==> config.mk <==
export PLATFORM = sky130hd
export DESIGN_NAME = uart_transmitter_flat
export DESIGN_NICKNAME = d
export VERILOG_FILES = /design/src/rtl/uart_transmitter_if.sv /design/src/rtl/uart_transmitter.sv /design/src/flat_wrapper.sv
export SDC_FILE = /design/constraint.sdc
export NUM_CORES = 1
export LEC_CHECK = 0
export ABC_AREA = 1
export CAP_MARGIN = 25
export CORE_UTILIZATION = 49
export DETAILED_ROUTE_END_ITERATION = 7
export PLACE_DENSITY_LB_ADDON = 0.15
export SETUP_SLACK_MARGIN = 0.1
export SYNTH_ARGS = -nofsm -noshare
export SYNTH_HDL_FRONTEND = slang
export SYNTH_SLANG_ARGS = --single-unit
==> constraint.sdc <==
create_clock -name clk -period 3 [get_ports clk]
set_clock_uncertainty 0.05 [all_clocks]
set_input_delay 0.9 -clock clk [delete_from_list [all_inputs] [get_ports clk]]
set_output_delay 0.9 -clock clk [all_outputs]
set_load 0.03 [all_outputs]
==> src/rtl/uart_transmitter_if.sv <==
// rtl/uart_transmitter_if.sv - write/status bundle between a host and uart_transmitter
interface uart_transmitter_if;
  logic [7:0] Tx_DATA;
  logic [2:0] baud_select;
  logic       Tx_EN;
  logic       Tx_WR;
  logic       TxD;
  logic       Tx_BUSY;
  logic       Tx_DONE;

  modport master (output Tx_DATA, baud_select, Tx_EN, Tx_WR,
                  input  TxD, Tx_BUSY, Tx_DONE);
  modport slave  (input  Tx_DATA, baud_select, Tx_EN, Tx_WR,
                  output TxD, Tx_BUSY, Tx_DONE);
endinterface

==> src/rtl/uart_transmitter.sv <==
// rtl/uart_transmitter.sv - 8E1 UART transmitter, 16*D clocks per bit, registered TxD
module uart_transmitter (
  input  logic              clk,
  input  logic              reset,
  uart_transmitter_if.slave tx
);
  localparam logic [2:0] S_IDLE   = 3'd0;
  localparam logic [2:0] S_START  = 3'd1;
  localparam logic [2:0] S_DATA   = 3'd2;
  localparam logic [2:0] S_PARITY = 3'd3;
  localparam logic [2:0] S_STOP   = 3'd4;

  // Clocks per frame bit (16 * divisor) for each rate code.
  function automatic logic [17:0] bit_cycles(input logic [2:0] code);
    case (code)
      3'b000:  bit_cycles = 18'd166672;
      3'b001:  bit_cycles = 18'd41664;
      3'b010:  bit_cycles = 18'd10416;
      3'b011:  bit_cycles = 18'd5216;
      3'b100:  bit_cycles = 18'd2608;
      3'b101:  bit_cycles = 18'd1296;
      3'b110:  bit_cycles = 18'd864;
      default: bit_cycles = 18'd448;
    endcase
  endfunction

  logic [2:0]  state_q, state_d;
  logic [17:0] cnt_q, cnt_d;
  logic [2:0]  idx_q, idx_d;
  logic [7:0]  data_q, data_d;
  logic [2:0]  baud_q, baud_d;
  logic        txd_q, txd_d;
  logic        busy_q, busy_d;
  logic        done_q, done_d;

  logic       accept;
  logic       bit_end;
  logic [2:0] idx_inc;

  assign accept  = tx.Tx_WR & tx.Tx_EN & ~busy_q;
  assign bit_end = (cnt_q == 18'd0);
  assign idx_inc = idx_q + 3'd1;

  // cnt_q counts down to zero within a bit; every boundary reloads it from the latched rate.
  always_comb begin
    state_d = state_q;
    cnt_d   = cnt_q;
    idx_d   = idx_q;
    data_d  = data_q;
    baud_d  = baud_q;
    txd_d   = txd_q;
    busy_d  = busy_q;
    done_d  = 1'b0;
    if (state_q == S_IDLE) begin
      txd_d  = 1'b1;
      busy_d = 1'b0;
      if (accept) begin
        data_d  = tx.Tx_DATA;
        baud_d  = tx.baud_select;
        cnt_d   = bit_cycles(tx.baud_select) - 18'd1;
        idx_d   = 3'd0;
        state_d = S_START;
        txd_d   = 1'b0;
        busy_d  = 1'b1;
      end
    end else if (!bit_end) begin
      cnt_d = cnt_q - 18'd1;
    end else begin
      cnt_d = bit_cycles(baud_q) - 18'd1;
      case (state_q)
        S_START: begin
          state_d = S_DATA;
          idx_d   = 3'd0;
          txd_d   = data_q[0];
        end
        S_DATA: begin
          if (idx_q == 3'd7) begin
            state_d = S_PARITY;
            txd_d   = ^data_q;
          end else begin
            idx_d = idx_inc;
            txd_d = data_q[idx_inc];
          end
        end
        S_PARITY: begin
          state_d = S_STOP;
          txd_d   = 1'b1;
        end
        default: begin
          state_d = S_IDLE;
          txd_d   = 1'b1;
          busy_d  = 1'b0;
          done_d  = 1'b1;
          cnt_d   = 18'd0;
          idx_d   = 3'd0;
        end
      endcase
    end
  end

  always_ff @(posedge clk or negedge reset) begin
    if (!reset) begin
      state_q <= S_IDLE;
      cnt_q   <= 18'd0;
      idx_q   <= 3'd0;
      data_q  <= 8'd0;
      baud_q  <= 3'd0;
      txd_q   <= 1'b1;
      busy_q  <= 1'b0;
      done_q  <= 1'b0;
    end else begin
      state_q <= state_d;
      cnt_q   <= cnt_d;
      idx_q   <= idx_d;
      data_q  <= data_d;
      baud_q  <= baud_d;
      txd_q   <= txd_d;
      busy_q  <= busy_d;
      done_q  <= done_d;
    end
  end

  assign tx.TxD     = txd_q;
  assign tx.Tx_BUSY = busy_q;
  assign tx.Tx_DONE = done_q;
endmodule

==> src/flat_wrapper.sv <==
// flat-port wrapper written by rule: the top's interface ports become plain ports
module uart_transmitter_flat 
  (clk, reset, tx_Tx_DATA, tx_baud_select, tx_Tx_EN, tx_Tx_WR, tx_TxD, tx_Tx_BUSY, tx_Tx_DONE);
  uart_transmitter_if tx_i ();
  input  logic clk;
  input  logic reset;
  input wire logic [$bits(tx_i.Tx_DATA)-1:0] tx_Tx_DATA;
  input wire logic [$bits(tx_i.baud_select)-1:0] tx_baud_select;
  input wire logic [$bits(tx_i.Tx_EN)-1:0] tx_Tx_EN;
  input wire logic [$bits(tx_i.Tx_WR)-1:0] tx_Tx_WR;
  output wire logic [$bits(tx_i.TxD)-1:0] tx_TxD;
  output wire logic [$bits(tx_i.Tx_BUSY)-1:0] tx_Tx_BUSY;
  output wire logic [$bits(tx_i.Tx_DONE)-1:0] tx_Tx_DONE;
  assign tx_i.Tx_DATA = tx_Tx_DATA;
  assign tx_i.baud_select = tx_baud_select;
  assign tx_i.Tx_EN = tx_Tx_EN;
  assign tx_i.Tx_WR = tx_Tx_WR;
  assign tx_TxD = tx_i.TxD;
  assign tx_Tx_BUSY = tx_i.Tx_BUSY;
  assign tx_Tx_DONE = tx_i.Tx_DONE;
  uart_transmitter u_core (.clk(clk), .reset(reset), .tx(tx_i));
endmodule
[Word level (Yosys, flattened, before mapping)]
Cells that the tools add are included.
Word-level totals
  register bits after elaboration: 38
  input bits: 15
  output and inout port bits: 3
  word-level logic and storage cells: 82
Cells by class
  add/subtract/negate cells: 4
  $lt $le $gt $ge: 1
  equal/unequal tests: 21
  muxes and demuxes: 34
  bitwise gates (word level): 3
  reduce and logical (&&, ||, !) cells: 11
Operators by type and width (number)
  18-bit one-hot mux with 7 select lines: 2
  18-bit 2-to-1 mux: 8
  18-bit by 1-bit subtractor with 18-bit output (second input constant): 3
  3-bit 2-to-1 mux: 8
  3-bit equality test (second input constant): 7
  3-bit by 2-bit equality test with 1-bit output (second input constant): 6
  18-bit zero test: 1
  1-bit 2-to-1 mux: 12
  3-bit by 1-bit equality test with 1-bit output (second input constant): 3
  3-bit zero test: 3
  3-bit one-hot mux with 3 select lines: 1
  8-bit parity: 1
  2-bit by 1-bit inequality test with 1-bit output (second input constant): 3
  3-bit one-hot mux with 2 select lines: 1
  3-bit by 4-bit less-than comparator with 1-bit output (second input constant): 1
  2-bit AND reduction: 2
  4-bit AND reduction: 1
  3-bit by 1-bit adder with 3-bit output (second input constant): 1
  1-bit binary-select mux with 3-bit select: 1
  3-bit by 1-bit inequality test with 1-bit output (second input constant): 1
  3-bit by 2-bit inequality test with 1-bit output (second input constant): 1
  3-bit AND reduction: 1
  3-bit OR reduction: 1
  1-bit bitwise AND: 2
  other kinds (3): 3

[Depth between registers and ports, before layout]
Gate-level depths: netlist of the first run.
  depth after elaboration: 8
  mapped depth: 12
  gate-level depth less buffers: 12

[Worst setup path before layout of the first run]
OpenSTA, ideal clock, no wires.
  kind: input to register
  start point: input tx_baud_select[0]
  end point: register u_core.cnt_q[8]
  library setup time: 124 ps
  arrival time: 1970 ps
  required time: 2826 ps
  setup slack: 856 ps
  stages: 12
  buffers on the path: 1
  cells stage by stage: clkbuf_1 > nor2_1 > inv_1 > o21ai_0 > inv_1 > ha_1 > nor2_1 > nand3_1 > nand4_1 > o21ai_0 > nand2_1 > nand2_1
Between the ends
  longest elaborated chain between the ends: 7
  elaborated cells on any way between the ends: 13
  those cells by class: add/sub (1); eq/ne (6); mux (5); reduce/logical (1)
Ends and longest elaborated chain
  start, declared: RTL line flat_wrapper.sv:8  | input wire logic [$bits(tx_i.baud_select)-1:0] tx_baud_select;
  3-bit equality test (tied with other cells): RTL line uart_transmitter.sv:15  | case (code)
  18-bit one-hot mux with 7 select lines *: RTL line uart_transmitter.sv:15
  18-bit 2-to-1 mux *: RTL line uart_transmitter.sv:57  | if (accept) begin
  18-bit 2-to-1 mux *: RTL line uart_transmitter.sv:54  | if (state_q == S_IDLE) begin
  18-bit by 1-bit subtractor with 18-bit output *: RTL line uart_transmitter.sv:60  | cnt_d = bit_cycles(tx.baud_select) - 18'd1;
  18-bit 2-to-1 mux *: RTL line uart_transmitter.sv:57
  18-bit 2-to-1 mux *: RTL line uart_transmitter.sv:54
  end signal, assigned: RTL line uart_transmitter.sv:113  | cnt_q <= cnt_d;
  end, declared: RTL line uart_transmitter.sv:28  | logic [17:0] cnt_q, cnt_d;
Mark *: on every way between the ends. The rest lies on a longest branch, timed or not. The select of a mux whose other input is x is not followed.
A chain may end at the register's enable or synchronous reset.

[Worst setup path in the final report of the first run]
  start point: input tx_baud_select[2]
  end point: register u_core.cnt_q[8]
Same word-level chain as after synthesis.

==> metrics, run 1 <==
status completed; final worst path period share about 80%; Syn Nets around 430; worst setup margin roughly 0.54 ns; met3 WL between 400 and 500 microns; Netlist cell types 38; Placed Cells between 400 and 500; Max IR drop VDD around 0.19 mV; hold depth 2; final period demand of the worst path between 2 and 2.5 ns; worst hold path startpoint u_core.tx.TxD$_DFFE_PN1N_; setup TNS 0 ns; most frequent cell after synthesis nand2_1; number of hold buffers added after CTS 0; area leader, netlist dfrtp_1; Die W around 77 microns; dominant cells by area after synthesis dfrtp_1 (33%), nand2_1 (18%), inv_1 (7.1%); Multi-input gate area ~1600 sq um; Skew-Pair Late Insertion Delay ~0.30 ns; worst min path class flip-flop to flip-flop; Synth Register Bits 38; Fill cells about 540; post-DR vias/cell about 5.2; yosys synthesis warning count 0; total CTS buffers 5; GP Congestion just under 0.9; Die Footprint 5990 sq um; GR Overflow Total 0; Worst setup SP type input port; TritonCTS clock tree yes; crit-path max FO 6; Hold Violations, Final 0; R2R Path End u_core.cnt_q[5]$_DFFE_PN0P_; critical path, cell by cell clkdlybuf4s50_1 > inv_1 > nor2_1 > inv_1 > o21ai_0 > inv_1 > ha_1 > nor2_1 > nand3_1 > nand4_1 > o21ai_0 > nand2_1 > nand2_1; vias in the first global route 2503; FFs w/ async S/R, synth 100%; post-synthesis sequential area ratio about a third; CTS clk-pin slew, worst paths roughly 0.070 ns; Residual DRC 0; Worst setup startpoint tx_baud_select[2]; core area 5510 sq um; synthesis-to-layout area growth 11.2%; fin. max-slew vios 0; maxcap violations 0; M1 WL about 3200 microns; pre-CTS WS about 0.23 ns; PwrDens about 320 nW/um^2; Synth Flop Type dfrtp_1; routed length per instance around 13 microns; post-synth top area share approximately 33%; Synth Instances slightly above 400; cell mode on critical path inv_1; CP Data Arrival Time 2.59 ns; first-pass GRT wire length 11800 microns; endpoints failing setup 0; met2 wire len a little over 3000 microns; Post-synth EDFFs 0; CP max stage cell clkdlybuf4s50_1; Post-Syn Area per Cell 6.78 sq um; largest net degree at the start of global routing 39; RSZ-0062 raised after global routing false; Reg area between 900 and 1000 sq um; post-route antenna net violation count 0; Synth top cells by count nand2_1 (133), inv_1 (53), nor2_1 (38), dfrtp_1 (37), o21ai_0 (27); Pleak 1.56 nW; Slew HR about two fifths; post-route insts no fill roughly 500; Hold Path Sink u_core.tx.TxD$_DFFE_PN1N_; max layer used met4; DR pass1 iterations 4; Top-Level Pins 18; layout cells sized above 1 under 10%; Root Driver clkbuf_8; vias 2610; CTS sink cnt 38; r2r startpoint u_core.cnt_q[0]$_DFFE_PN0P_; Routed WL 6750 microns; initial antenna violation count 0; slowest stage delay, CP between 0.5 and 0.6 ns; post-layout util a little under three fifths; R2R depth 11; Worst setup EP type flip-flop; # port buffers 17; All-Layer GR Usage between 20% and 30%; Setup Buffers After CTS 0; Post-Syn Area between 2000 and 3000 sq um; FF-to-FF setup slack 0.99 ns; Rows 27; Die Y-Extent roughly 77 microns; Initial Utilization 50.6%; Worst-Margin Slew slightly below 0.9 ns; Diodes inserted 0; Power Total ~1 mW; Starting DRT DRC Count just over 200; nets@finish 450; PostCTS Resize Cnt 0; HPWL after DPL about 5000 microns; required time worst endpoint ~3.1 ns; H-Tree Depth 2; fmax a little over 400 MHz; CP Class input port to flip-flop; Max Buffers Root-to-Sink 2
[placed cells by master, fill, tap and decap left out, types with 5 or more instances in the layout]
| cell | synthesis | layout |
|---|---|---|
| dfrtp_1 | 37 | 37 |
| inv_1 | 53 | 53 |
| nand3_1 | 24 | 24 |
| clkbuf_8 | 0 | 6 |
| nand2_1 | 133 | 133 |
| a21oi_1 | 14 | 14 |
| ha_1 | 6 | 6 |
| o21ai_0 | 27 | 27 |
| nand4_1 | 8 | 8 |
| inv_2 | 5 | 5 |
| xor2_1 | 6 | 6 |
| nor2_1 | 38 | 38 |
| clkdlybuf4s50_1 | 0 | 16 |
| o21ai_1 | 11 | 11 |
| nor3_1 | 7 | 7 |
[flip-flops by register name, indices dropped and copies added (netlist names)]
name and flops:
u_core.idx_q 3, u_core.tx.Tx_BUSY 1, u_core.tx.TxD 1, u_core.data_q 8
u_core.baud_q 3, u_core.state_q 3, u_core.tx.Tx_DONE 1, u_core.cnt_q 18
[logic make-up (layout without fill, tap and decap cells)]
group,after synthesis,after routing,synth area share [%]
buffers and inverters,66,85,9.65
AO/OA/AOI/OAI,65,65,13.5
AND/OR/NAND/NOR,228,228,37.5
flip-flops,38,38,34.2
XOR/XNOR,8,8,2.51
adder cells (fa/ha/maj),6,6,2.69
[worst max-delay path by stage]
stage | end | slack, ns | cells after the start
after detailed placement | u_core.cnt_q[8]$_DFFE_PN0P_ | 0.23 | 13
after global routing | u_core.cnt_q[8]$_DFFE_PN0P_ | 0.31 | 13
after CTS | u_core.cnt_q[8]$_DFFE_PN0P_ | 0.54 | 13
final | u_core.cnt_q[8]$_DFFE_PN0P_ | 0.54 | 13
after global placement | u_core.cnt_q[8]$_DFFE_PN0P_ | 0.32 | 13
after floorplan | u_core.cnt_q[8]$_DFFE_PN0P_ | 0.86 | 12
[per-layer routing]
metal / vias to the layer above / GRT usage (%)
li1: 1347 / -
met1: 1192 / 35.9
met2: 65 / 39.5
met3: 6 / 3.53
met4: 0 / 6.60
met5: - / 0
[cell type report]
cell class | count | area share (%)
clock buffers | 6 | 2.66
repair buffers | 18 | 5.57
inverters | 59 | 7.22
clock inverters | 2 | 0.404
multi-input cells | 307 | 50.5
well taps | 72 | 2.91
flip-flops and latches | 38 | 30.7
[where the power goes]
group	leakage [nW]	switching (mW)	internal [mW]
clock network	0.0472	0.187	0.185
logic	1.14	0.0596	0.0380
registers	0.369	0.00734	0.520
[worst max-delay path, delay by kind of cell]
family                   cells  cell delay, ns
AO/OA/AOI/OAI                2            0.18
AND/OR/NAND/NOR              6            0.50
adder cells (fa/ha/maj)      1            0.19
buffers and inverters        4            0.80
[stage by stage]
stage               area (sq um)  hold slack, ns
global route                3100           0.470
CTS                         3100           0.430
detailed placement          3010           0.419
floorplan                   2790           0.406
global placement            3010           0.410
finish                      3100           0.426
No activity file was read; power rests on OpenSTA's default activity.
==> run 2, diff against run 1 <==
- clock period: 3 -> 2 ns (I/O delays scaled with it)
==> run 2 against run 1 <==
  * Combinational power grew 74%
  * Utilization grew 5.6 points
  * Total power grew 53%
  * Routed wire length grew 4.0%
  * Die area is the same
  * Global-route usage grew 0.46 points
  * Sequential share of layout area shrank 2.7 points
  * Final cell count grew 6.8%
  * Non-clock buffer count grew 34
  * Setup slack lost 0.40 ns
  * Design area grew 10%
  * Largest power group unchanged
==> metrics, run 2 (synthesis results as in run 1) <==
CTS sink cnt 38; synthesis-to-layout area growth 22.3%; Die Footprint between 5000 and 6000 sq um; Top-Level Pins 18; Largest Register u_core.cnt_q; Internal 1.13 mW; worst path bufs/invs 1; Worst-Margin Slew 0.478 ns; Residual DRC 0; GR Overflow Total 0; CTS clk-pin slew, worst paths ~0.07 ns; CP Depth 1; largest net degree at the start of global routing 22; final period demand of the worst path between 1.5 and 2 ns; # port buffers 17; Hold Violations, Final 0; Comb pwr share between 10% and 20%; slowest stage delay, CP 0.53 ns; endpoints failing setup 0; layout cells sized above 1 roughly 17%; NetSw ~0.39 mW; R2R depth 11; most common cell after layout, fill and taps aside nand2_1; required time worst endpoint ~1.4 ns; crit-path max FO 2; critical path, cell by cell dlygate4sd2_1; setup TNS 0 ns; Worst setup SP type flip-flop; R2R Path End u_core.tx.TxD$_DFFE_PN1N_; Slew HR about 70%; H-Tree Depth 2; GP Congestion around 0.91; core area roughly 5500 sq um; Max IR drop VDD between 0.3 and 0.4 mV; vias in the first global route about 2600; r2r startpoint u_core.cnt_q[0]$_DFFE_PN0P_; TritonCTS clock tree yes; Routed WL 7020 microns; fmax 536 MHz; Starting DRT DRC Count about 150; Skew-Pair Late Insertion Delay 0.30 ns; post-route antenna net violation count 0; sequential power share between 50 and 60%; worst min path class input port to async pin; HPWL after DPL approximately 5400 microns; nets@finish 484; FF-to-FF setup slack about 0.22 ns; commonest non-fill, non-tap cells in the layout nand2_1 (133), inv_1 (49), nor2_1 (37), dfrtp_1 (36), buf_4 (33); Diodes inserted 0; maxcap violations 0; fin. max-slew vios 0; Post-DP Area 3230 sq um; CP max stage cell dfstp_2; Die W between 70 and 80 microns; Die Y-Extent 77.4 microns; initial antenna violation count 0; number of hold buffers added after CTS 0; Fill cells roughly 540; CP Class flip-flop to primary output; RSZ-0062 raised after global routing false; PwrDens around 450 nW/um^2; final worst path period share ~93%; post-DR vias/cell between 5 and 6; Root Driver clkbuf_8; Max Buffers Root-to-Sink 2; sw frac between 20% and 30%; Pleak 1.73 nW; max FFs per register 18; Rows 27; CP Data Arrival Time approximately 1.2 ns; Worst setup EP type primary output; Initial Utilization 50.6%; total CTS buffers 5; cell area after layout roughly 3400 sq um; routed length per instance 13.1 microns; vias ~2800; Worst path top cell family by delay flip-flops; All-Layer GR Usage about a quarter; status completed; Power Total around 1.5 mW; first-pass GRT wire length roughly 12000 microns; top flop regs u_core.cnt_q (18), u_core.data_q (8); clock network power share between 30% and 40%; DR pass1 iterations 5
==> run 2: how the worst max path moves through the flow <==
stage,slack [ns],startpoint,to
after global placement,-0.31,tx_baud_select[2],u_core.cnt_q[8]$_DFFE_PN0P_
after CTS,0.10,tx_baud_select[1],u_core.cnt_q[8]$_DFFE_PN0P_
final,0.14,u_core.tx.TxD$_DFFE_PN1N_,tx_TxD
after global routing,0.09,u_core.cnt_q[0]$_DFFE_PN0P_,u_core.cnt_q[5]$_DFFE_PN0P_
after floorplan,0.16,tx_baud_select[0],u_core.cnt_q[8]$_DFFE_PN0P_
after detailed placement,-0.38,tx_baud_select[2],u_core.cnt_q[8]$_DFFE_PN0P_
==> run 2: metal layers <==
metal / vias to the layer above / global-route usage, % / wire length [microns]
li1: 1414 / - / -
met1: 1285 / 35.9 / 3260
met2: 71 / 39.9 / 3300
met3: 7 / 4.24 / 382
met4: 0 / 7.92 / 72
met5: - / 0 / 0
==> run 2: power by group through the flow <==
stage          Combinational, mW  Clock [mW]  Sequential [mW]
2_1_floorplan             0.0828           0            0.802
3_3_place_gp               0.162           0            0.804
3_5_place_dp               0.166           0            0.805
4_1_cts                    0.169       0.578            0.789
5_1_grt                    0.199       0.612            0.792
6_report                   0.170       0.564            0.790
==> run 2: area by class of cell <==
class	instances	area, sq um	area share [%]
clock buffer	7	86.3	2.53
multi-input combinational	307	1600	47.0
clock inverter	1	5.00	0.147
inverter	59	228	6.68
timing repair buffer	52	445	13.1
sequential	38	953	28.0
tap	72	90.1	2.64
==> run 2: stage by stage <==
stage               util [%]  hold slack, ns  setup WS [ns]  cells
floorplan                  -           0.254          0.156    411
global placement        58.7           0.411         -0.305    521
detailed placement      58.7           0.419         -0.380    521
CTS                     60.6           0.212          0.101    530
global route            61.9           0.230         0.0912    536
finish                  61.9           0.201          0.135    536
==> run 2: timing repair <==
item	4_1_cts	5_1_grt
pin swaps	1	6
resized for setup	9	12
cloned	0	0
buffers inserted	1	6
setup endpoints to repair	5	17
